[config.mk]
export PLATFORM = sky130hd
export DESIGN_NAME = hypervisor_ctrl
export DESIGN_NICKNAME = d
export VERILOG_FILES = /design/src/rtl/hypervisor_ctrl.sv
export SDC_FILE = /design/constraint.sdc
export NUM_CORES = 1
export LEC_CHECK = 0
export ABC_CLOCK_PERIOD_IN_PS = 19600
export CORE_AREA = 2 2 318 320
export DETAILED_ROUTE_END_ITERATION = 12
export DIE_AREA = 0 0 320 322
export PLACE_DENSITY = 0.37
export SYNTH_ARGS = -nofsm -noshare
export SYNTH_HDL_FRONTEND = slang
export SYNTH_SLANG_ARGS = --single-unit
[constraint.sdc]
create_clock -name clk -period 19.6 [get_ports clk]
set_clock_uncertainty 0.2 [all_clocks]
set_input_delay 3.92 -clock clk [delete_from_list [all_inputs] [get_ports clk]]
set_output_delay 3.92 -clock clk [all_outputs]
set_load 0.02 [all_outputs]
[src/rtl/hypervisor_ctrl.sv]
// Hypervisor trap/register controller for the $D640-$D67F window.
// Optional trap counter on read index 0x3E: define HYPER_TRAP_COUNTER_EN.
module hypervisor_ctrl #(
    parameter int         REGS     = 64,
    parameter logic [5:0] EXIT_IDX = 6'h3F
) (
    input  logic       clk,
    input  logic       reset,
    input  logic       hyper_cs,
    input  logic [7:0] hyper_addr,
    input  logic [7:0] hyper_io_data_i,
    output logic [7:0] hyper_data_o,
    input  logic       cpu_write,
    input  logic       ready,
    input  logic       hyper_mode,
    output logic       hyp,
    output logic       load_user_reg,
    output logic [7:0] user_mapper_reg
);

    logic [7:0] regfile [REGS];
    logic [5:0] idx;
    logic [5:0] trap_idx;
    logic       acc;
    logic       wr;
    logic       usr_wr;
    logic       exit_wr;
    logic       store;
    logic [7:0] rd_val;
    logic       unused_ok;

    assign idx       = hyper_addr[5:0];
    assign unused_ok = &{1'b0, hyper_addr[7:6]};
    assign acc       = hyper_cs & ready;
    assign wr        = acc & cpu_write;
    assign usr_wr    = wr & ~hyper_mode;
    assign exit_wr   = wr & hyper_mode & (idx == EXIT_IDX);
    assign store     = wr & ~exit_wr;

`ifdef HYPER_TRAP_COUNTER_EN
    logic [7:0] trap_cnt;

    always_ff @(posedge clk or posedge reset) begin
        if (reset) begin
            trap_cnt <= 8'h00;
        end else if (usr_wr) begin
            trap_cnt <= trap_cnt + 8'h01;
        end
    end

    always_comb begin
        rd_val = regfile[idx];
        if (idx == 6'h3F) begin
            rd_val = {hyper_mode, 1'b0, trap_idx};
        end else if (idx == 6'h3E) begin
            rd_val = trap_cnt;
        end
    end
`else
    always_comb begin
        rd_val = regfile[idx];
        if (idx == 6'h3F) begin
            rd_val = {hyper_mode, 1'b0, trap_idx};
        end
    end
`endif

    always_ff @(posedge clk or posedge reset) begin
        if (reset) begin
            for (int i = 0; i < REGS; i++) begin
                regfile[i] <= 8'h00;
            end
        end else if (store) begin
            regfile[idx] <= hyper_io_data_i;
        end
    end

    always_ff @(posedge clk or posedge reset) begin
        if (reset) begin
            hyper_data_o    <= 8'h00;
            user_mapper_reg <= 8'h00;
        end else if (acc) begin
            hyper_data_o    <= rd_val;
            user_mapper_reg <= rd_val;
        end
    end

    // A new request outranks the clearing rule of its own handshake.
    always_ff @(posedge clk or posedge reset) begin
        if (reset) begin
            hyp           <= 1'b0;
            load_user_reg <= 1'b0;
            trap_idx      <= 6'd0;
        end else begin
            if (usr_wr) begin
                hyp      <= 1'b1;
                trap_idx <= idx;
            end else if (hyper_mode) begin
                hyp <= 1'b0;
            end
            if (exit_wr) begin
                load_user_reg <= 1'b1;
            end else if (!hyper_mode) begin
                load_user_reg <= 1'b0;
            end
        end
    end

endmodule

==> impl_metrics.csv, run 1 <==
group,metric,value,unit
route,drt_pass1_iterations,7,
synthesis,synthAdderAreaFrac,0,%
clock_tree,cts.htree.levels,3,
clock_tree,worstSkewPairLatency,0.62,ns
synthesis,synth-seq-cells,528,
sta,setup_tns,0,ns
route,drtIter0Drc,906,
place,post_dp_cell_area,26200,sq um
synthesis,synth_cell_types,74,
hold_path,hold_depth,2,
finish,drive_gt1_share,45.4,%
setup_path,cp-start-kind,"primary input",
setup_path,cp_max_fo,41,
sta,maxSlewHeadroom,18.2,%
synthesis,yosysTopAreaCell,"dfrtp_1",
sta,rsz0062_at_grt,"false",
setup_path,endpoint_kind,"flop",
clock_tree,cts_buffers,68,
die,die_h,322,um
die,io_pins,40,
route,avgViaCountPerCell,4.93,
clock_tree,cts_resized,0,
sta,fin_crit_sh,37.1,%
finish,fin_nets,1804,
hold_path,holdPathEnd,"trap_idx[2]",
global_route,grt_remaining_overflow,0,
die,start_util,24.9,%
finish,layout_common_cells,"mux2_2 (545), dfrtp_1 (528), clkbuf_16 (71)",
run,max_cap_viol_count,0,
synthesis,synth_top_family_by_area,"multiplexers",
sta,fmaxAchievable,137,MHz
synthesis,yosysSeqAreaShare,53.3,%
synthesis,synth_area,24800,sq um
status,status,"complete, no violations",
synthesis,synthSimpleGateAreaFrac,5.20,%
global_route,grt_pass1_vias,16247,
clock_tree,cts_tree,"built",
global_route,grt_max_degree,112,
die,die_area,103000,sq um
hold_path,hp-start,"trap_idx[2]",
die,placementRows,116,
route,drc,0,
die,die_w,320,um
setup_path,r2r_setup_slack,17.11,ns
finish,largest_reg_flops,512,
clock_tree,clk_pin_slew_worst_paths,0.06,ns
route,drtAntennaViolNets,0,
setup_path,required,19.87,ns
sta,fin_crit,7.27,ns
synthesis,syn-num-nets,1803,
sta,setup_ws,12.33,ns
route,routedWlPerCell,26.9,um
finish,final_common_cell,"mux2_2",
sta,slew_violations,0,
route,vias,15445,
clock_tree,cts_root_buf,"clkbuf_16",
clock_tree,clock_path_buffers,3,
synthesis,synthXorXnorAreaFrac,0,%
setup_path,ff2ff_path_depth,5,
place,gp_congestion,0.779,
global_route,grt_usage,16.5,%
synthesis,synth_flop_cell,"dfrtp_1",
synthesis,netlist_instances,1781,
hold_path,hold_path_class,"flop to flop",
route,wl,84300,um
setup_path,timing.rr.start,"regfile[278]",
place,port_buffers,37,
die,core_area,99600,sq um
global_route,antenna_found_initial,4,
setup_path,crit_type,"primary input to flop",
place,post-place-ws,11.58,ns
clock_tree,post-cts-setup-buffers,0,
place,hpwlAfterDp,51800,um
synthesis,synth_top_area_share,53.3,%
setup_path,r2r-end,"user_mapper_reg[6]",
clock_tree,postCtsHoldBufs,0,
finish,postLayoutCoreUtil,28.6,%
power_and_ir_drop,ir_worst_vdd,0.0000537,V
synthesis,synthMuxAreaShare,31.0,%
synthesis,ys_top_cells_by_area,"dfrtp_1 (53%), mux2_2 (25%), mux4_2 (3.5%)",
synthesis,async_flop_share,100,%
power_and_ir_drop,power_density,93.6,nW/um^2
synthesis,synth_edf_count,0,
finish,final_area,28500,sq um
synthesis,synth_compound_area_share,7.16,%
clock_tree,cts_sinks,528,
global_route,grt_pass1_wl,123000,um
power_and_ir_drop,leakage,13.0,nW
synthesis,syn_area_per_cell,13.9,sq um
sta,worst_pin_slew,1.22,ns
setup_path,crit_arrival,7.55,ns
sta,setup_violations,0,
synthesis,yosys_warnings,0,
finish,areaGrowthSynthToFinish,14.9,%
sta,hold_violations,0,
[worst max-delay path, stage by stage]
cell	delay, ns
buf_6	0.40
buf_4	0.60
and2_1	0.57
buf_4	0.42
nand2_2	0.40
nor2_2	0.74
mux2_2	0.41
[cells by family after synthesis]
| group | count (synthesis) |
|---|---|
| mux | 647 |
| flops | 528 |
| compound gates | 243 |
| simple gates | 218 |
| buf+inv | 145 |
[cell type report]
cell class	instances	area, sq um
multi-input combinational	1108	10700
sequential	528	13200
inverter	5	26.3
clock inverter	18	178
fill	10122	71100
clock buffer	102	2090
antenna	1	2.50
tap	1298	1620
timing repair buffer	71	588
[through the flow]
stage	total power [W]	hold WS, ns	instances
global route	0.00278	0.303	3130
CTS	0.00271	0.286	3130
floorplan	0.00134	0.243	1781
global placement	0.00142	0.262	3010
finish	0.00266	0.284	3131
detailed placement	0.00143	0.274	3010
[routing by layer]
layer	part of all wire, %	up-vias	GRT usage, %	wire, um
li1	-	6616	-	-
met2	46	307	26.2	38800
met3	4.2	106	2.77	3530
met1	48	8410	23.1	40300
met5	0.057	-	0	48
met4	2.0	6	4.21	1650
[where the power goes]
group | switching, W | leakage (nW) | internal, W
logic | 0.000142 | 4.66 | 0.0000858
registers | 0.0000312 | 7.26 | 0.00115
clock network | 0.000496 | 1.12 | 0.000764
[worst max-delay path by stage]
| stage | startpoint | end | slack (ns) |
|---|---|---|---|
| finish | hyper_addr[1] | regfile[423] | 12.33 |
| global route | reset | regfile[409] | 11.86 |
| CTS | reset | regfile[439] | 12.22 |
| detailed placement | reset | user_mapper_reg[1] | 11.58 |
| global placement | reset | regfile[403] | 11.63 |
| floorplan | reset | hyp | 0.73 |
[cells in the mapped netlist, types with 32 or more instances]
cell type and n:
mux4_2 39, clkbuf_1 57, dfrtp_1 528, nor2_2 34, o21ai_0 40, nand2_1 49, mux2i_1 51, nor2_1 46
buf_2 32, mux2_2 545, a21oi_1 42, a221oi_1 52
Note: power is estimated with default switching activity, not from simulation.
==> run 2: changes to the inputs <==
--- a/config.mk
+++ b/config.mk
@@ -5,11 +5,11 @@
 export SDC_FILE = /design/constraint.sdc
 export NUM_CORES = 1
 export LEC_CHECK = 0
-export ABC_CLOCK_PERIOD_IN_PS = 19600
+export ABC_CLOCK_PERIOD_IN_PS = 7400
 export CORE_AREA = 2 2 318 320
 export DETAILED_ROUTE_END_ITERATION = 12
 export DIE_AREA = 0 0 320 322
-export PLACE_DENSITY = 0.37
+export PLACE_DENSITY = 0.36
 export SYNTH_ARGS = -nofsm -noshare
 export SYNTH_HDL_FRONTEND = slang
 export SYNTH_SLANG_ARGS = --single-unit
==> constraint.sdc (replaced) <==
create_clock -name clk -period 7.4 [get_ports clk]
set_clock_uncertainty 0.2 [all_clocks]
set_input_delay 1.48 -clock clk [delete_from_list [all_inputs] [get_ports clk]]
set_output_delay 1.48 -clock clk [all_outputs]
set_load 0.02 [all_outputs]
==> impl_metrics.csv, run 2 (same netlist as run 1, synthesis figures left out) <==
group,metric,value,unit
status,status,"complete, no violations",
die,io_pins,40,
global_route,grt_max_degree,145,
setup_path,ff2ff_path_depth,5,
setup_path,r2r_setup_slack,4.87,ns
setup_path,cp_max_fo,14,
finish,final_common_cell,"mux2_2",
die,placementRows,116,
place,gp_congestion,0.737,
finish,stdcell_count,3134,
clock_tree,cts_resized,0,
setup_path,startpoint,"hyper_addr[3]",
die,die_h,322,um
sta,hold_ws,0.285,ns
power_and_ir_drop,ir_worst_vdd,0.000146,V
setup_path,crit_type,"primary input to flop",
finish,drive_gt1_share,45.0,%
setup_path,endpoint_kind,"flop",
clock_tree,clk_pin_slew_worst_paths,0.05,ns
die,die_area,103000,sq um
sta,fin_crit_sh,58.1,%
sta,rsz0062_at_grt,"false",
finish,areaGrowthSynthToFinish,14.9,%
clock_tree,cts_tree,"built",
setup_path,r2r-end,"user_mapper_reg[5]",
place,port_buffers,37,
sta,slew_violations,0,
clock_tree,cts_buffers,68,
global_route,grt_pass1_vias,16291,
clock_tree,worstSkewPairLatency,0.61,ns
global_route,antenna_found_initial,5,
power_and_ir_drop,leakage,13.0,nW
setup_path,timing.rr.start,"regfile[5]",
sta,worst_pin_slew,0.999,ns
run,max_cap_viol_count,0,
clock_tree,clock_path_buffers,3,
finish,final_area,28500,sq um
place,dp_cells,3012,
finish,largest_reg_flops,512,
clock_tree,cts_sinks,528,
clock_tree,cts.htree.levels,3,
global_route,grt_remaining_overflow,0,
global_route,use_met1,23.3,%
finish,layout_common_cells,"mux2_2 (545), dfrtp_1 (528), clkbuf_16 (73)",
place,post_dp_cell_area,26300,sq um
sta,hold_violations,0,
clock_tree,cts_root_buf,"clkbuf_16",
sta,maxSlewHeadroom,33.2,%
setup_path,crit_arrival,4.58,ns
route,drtIter0Drc,1017,
route,wl,84700,um
sta,setup_violations,0,
clock_tree,post-cts-setup-buffers,0,
sta,fin_crit,4.30,ns
clock_tree,postCtsHoldBufs,0,
power_and_ir_drop,power_density,246,nW/um^2
die,die_w,320,um
place,hpwlAfterDp,52500,um
global_route,grt_pass1_wl,124000,um
sta,fmaxAchievable,233,MHz
global_route,top_usage_layer,"met2",
route,drt_pass1_iterations,5,
route,routedWlPerCell,27.0,um
route,drc,0,
global_route,met3_usage,3.07,%
die,core_area,99600,sq um
route,vias,15477,
global_route,grt_use_met2,26.7,%
sta,setup_tns,0,ns
route,avgViaCountPerCell,4.94,
setup_path,cp-start-kind,"primary input",
die,start_util,24.9,%
setup_path,required,7.68,ns
hold_path,hold_path_class,"flop to flop",
setup_path,crit_end,"regfile[56]",
route,drtAntennaViolNets,0,
finish,fin_nets,1806,
global_route,grt_usage,16.6,%
==> run 2: metrics by stage <==
step                setup slack [ns]  utilization (%)  total power [W]
floorplan                      -1.46                -          0.00355
detailed placement              2.44             26.4          0.00378
CTS                             3.09             28.6          0.00712
finish                          3.10             28.6          0.00699
global route                    2.96             28.6          0.00730
global placement                2.48             26.4          0.00377
==> run 2: worst min path at each step <==
stage	startpoint	endpoint	slack, ns	cells after the start
final	trap_idx[2]	trap_idx[2]	0.28	2
after global routing	trap_idx[0]	trap_idx[0]	0.30	2
after CTS	trap_idx[0]	trap_idx[0]	0.29	2
after detailed placement	trap_idx[0]	trap_idx[0]	0.27	2
after global placement	trap_idx[1]	trap_idx[1]	0.26	2
after floorplan	trap_idx[1]	trap_idx[1]	0.24	2
==> run 2: layout make-up <==
class                      instances  area (sq um)
multi-input combinational       1108         10700
clock buffer                     102          2040
inverter                           5          22.5
fill                           10134         71100
sequential                       528         13200
clock inverter                    18           151
antenna                            2          5.00
tap                             1298          1620
timing repair buffer              73           666
==> run 2: critical path, stage by stage <==
cell	delay, ns
clkdlybuf4s50_1	0.86
nand3_2	0.41
inv_1	0.47
nand3_1	0.32
nor2_2	0.61
mux2_2	0.41
==> run 2: metal layers <==
metal | share of wire (%) | up-vias
met2 | 46 | 317
met5 | 0.026 | -
met1 | 48 | 8436
li1 | - | 6627
met3 | 4.4 | 93
met4 | 1.6 | 4
==> run 2: power breakdown <==
group / leakage, nW / internal (W) / switching, W
clock: 1.07 / 0.00197 / 0.00131
sequential: 7.26 / 0.00303 / 0.0000803
combinational: 4.69 / 0.000231 / 0.000374
==> run 3: changes to the inputs <==
--- a/config.mk
+++ b/config.mk
@@ -5,11 +5,11 @@
 export SDC_FILE = /design/constraint.sdc
 export NUM_CORES = 1
 export LEC_CHECK = 0
-export ABC_CLOCK_PERIOD_IN_PS = 7400
+export ABC_CLOCK_PERIOD_IN_PS = 3490
 export CORE_AREA = 2 2 318 320
 export DETAILED_ROUTE_END_ITERATION = 12
 export DIE_AREA = 0 0 320 322
-export PLACE_DENSITY = 0.36
+export PLACE_DENSITY = 0.37
 export SYNTH_ARGS = -nofsm -noshare
 export SYNTH_HDL_FRONTEND = slang
 export SYNTH_SLANG_ARGS = --single-unit
==> constraint.sdc (replaced) <==
create_clock -name clk -period 3.49 [get_ports clk]
set_clock_uncertainty 0.2 [all_clocks]
set_input_delay 0.698 -clock clk [delete_from_list [all_inputs] [get_ports clk]]
set_output_delay 0.698 -clock clk [all_outputs]
set_load 0.02 [all_outputs]
==> impl_metrics.csv, run 3 (same netlist as run 1, synthesis figures left out) <==
group,metric,value,unit
status,status,"complete, no violations",
setup_path,crit_type,"primary input to flop",
route,routedWlPerCell,26.5,um
clock_tree,postCtsHoldBufs,0,
sta,fin_crit,2.86,ns
global_route,antenna_found_initial,1,
die,start_util,24.9,%
route,avgViaCountPerCell,4.88,
sta,worst_pin_slew,1.10,ns
sta,maxSlewHeadroom,26.4,%
route,wl,87300,um
sta,hold_violations,0,
clock_tree,cts_tree,"built",
die,die_h,322,um
hold_path,hold_path_class,"primary input to asynchronous set/reset pin",
finish,stdcell_count,3289,
setup_path,endpoint_kind,"flop",
route,drc,0,
die,core_area,99600,sq um
place,post_dp_cell_area,28000,sq um
sta,fmaxAchievable,350,MHz
finish,final_area,30200,sq um
clock_tree,cts_sinks,528,
global_route,grt_usage,17.1,%
route,vias,16038,
clock_tree,clock_path_buffers,3,
run,max_cap_viol_count,0,
power_and_ir_drop,leakage,14.0,nW
global_route,grt_pass1_vias,17094,
route,drtAntennaViolNets,0,
sta,setup_ws,0.629,ns
sta,setup_violations,0,
clock_tree,cts_root_buf,"clkbuf_16",
clock_tree,cts_buffers,67,
global_route,grt_pass1_wl,128000,um
clock_tree,worstSkewPairLatency,0.63,ns
global_route,grt_remaining_overflow,0,
finish,layout_common_cells,"mux2_2 (545), dfrtp_1 (528), buf_4 (153)",
die,die_area,103000,sq um
global_route,grt_max_degree,87,
route,drtIter0Drc,970,
finish,drive_gt1_share,49.4,%
power_and_ir_drop,ir_worst_vdd,0.000300,V
finish,fin_nets,1967,
clock_tree,cts_resized,0,
place,dp_cells,3174,
sta,slew_violations,0,
finish,nFillCells,10023,
die,placementRows,116,
setup_path,required,3.77,ns
sta,setup_tns,0,ns
sta,fin_crit_sh,82.0,%
route,drt_pass1_iterations,5,
place,hpwlAfterDp,59800,um
clock_tree,clk_pin_slew_worst_paths,0.06,ns
finish,final_common_cell,"mux2_2",
place,port_buffers,37,
die,die_w,320,um
clock_tree,cts.htree.levels,3,
finish,postLayoutCoreUtil,30.3,%
place,post-place-ws,0.0171,ns
clock_tree,post-cts-setup-buffers,0,
finish,largest_reg_flops,512,
setup_path,cp_max_fo,10,
power_and_ir_drop,power_density,496,nW/um^2
sta,rsz0062_at_grt,"false",
place,gp_congestion,0.801,
die,io_pins,40,
setup_path,crit_arrival,3.14,ns
finish,areaGrowthSynthToFinish,21.8,%
setup_path,cp-start-kind,"primary input",
==> run 3: final cells by class <==
class	count	area, sq um	area share, %
Clock buffer	96	1960	6.49
Tap cell	1298	1620	5.38
Sequential cell	528	13200	43.8
Clock inverter	18	210	0.697
Antenna cell	1	2.50	0.00829
Inverter	5	22.5	0.0746
Multi-Input combinational cell	1108	10800	35.6
Timing Repair Buffer	235	2390	7.94
==> run 3: metal layers <==
| metal | GRT usage, % | wire length [um] | up-vias |
|---|---|---|---|
| met3 | 2.16 | 2660 | 93 |
| met4 | 4.51 | 1710 | 0 |
| li1 | - | - | 6945 |
| met5 | 0 | 0 | - |
| met1 | 24.1 | 42000 | 8694 |
| met2 | 27.8 | 41000 | 306 |
==> run 3: per-stage QoR <==
step | total power, W | hold WS [ns]
finish | 0.0150 | 0.260
floorplan | 0.00753 | 0.243
global placement | 0.00815 | 0.262
global route | 0.0157 | 0.274
detailed placement | 0.00818 | 0.273
CTS | 0.0152 | 0.243
==> run 3: worst max-delay path: stages <==
cell	delay (ns)
clkdlybuf4s50_1	0.84
nand3_2	0.25
buf_4	0.23
a211oi_2	0.35
nand3_2	0.37
mux2_2	0.38
==> run 3: worst paths after layout <==
kind / startpoint / endpoint / slack [ns] / cells past startpoint
worst min-delay path: reset / regfile[11] / 0.26 / 2
worst max register to register: regfile[461] / user_mapper_reg[5] / 1.23 / 6
worst max-delay path: hyper_addr[5] / regfile[17] / 0.63 / 6
min in group clk: regfile[197] / regfile[197] / 0.28 / 1
worst min register to register: regfile[197] / regfile[197] / 0.28 / 1
max in group asynchronous: reset / regfile[86] / 1.84 / 4
==> run 3: where the power goes <==
part,internal (W),switching (W),total [W]
Sequential,0.00643,0.000175,0.00661
Combinational,0.000604,0.000838,0.00144
Clock,0.00412,0.00280,0.00692
Total,0.0112,0.00381,0.0150
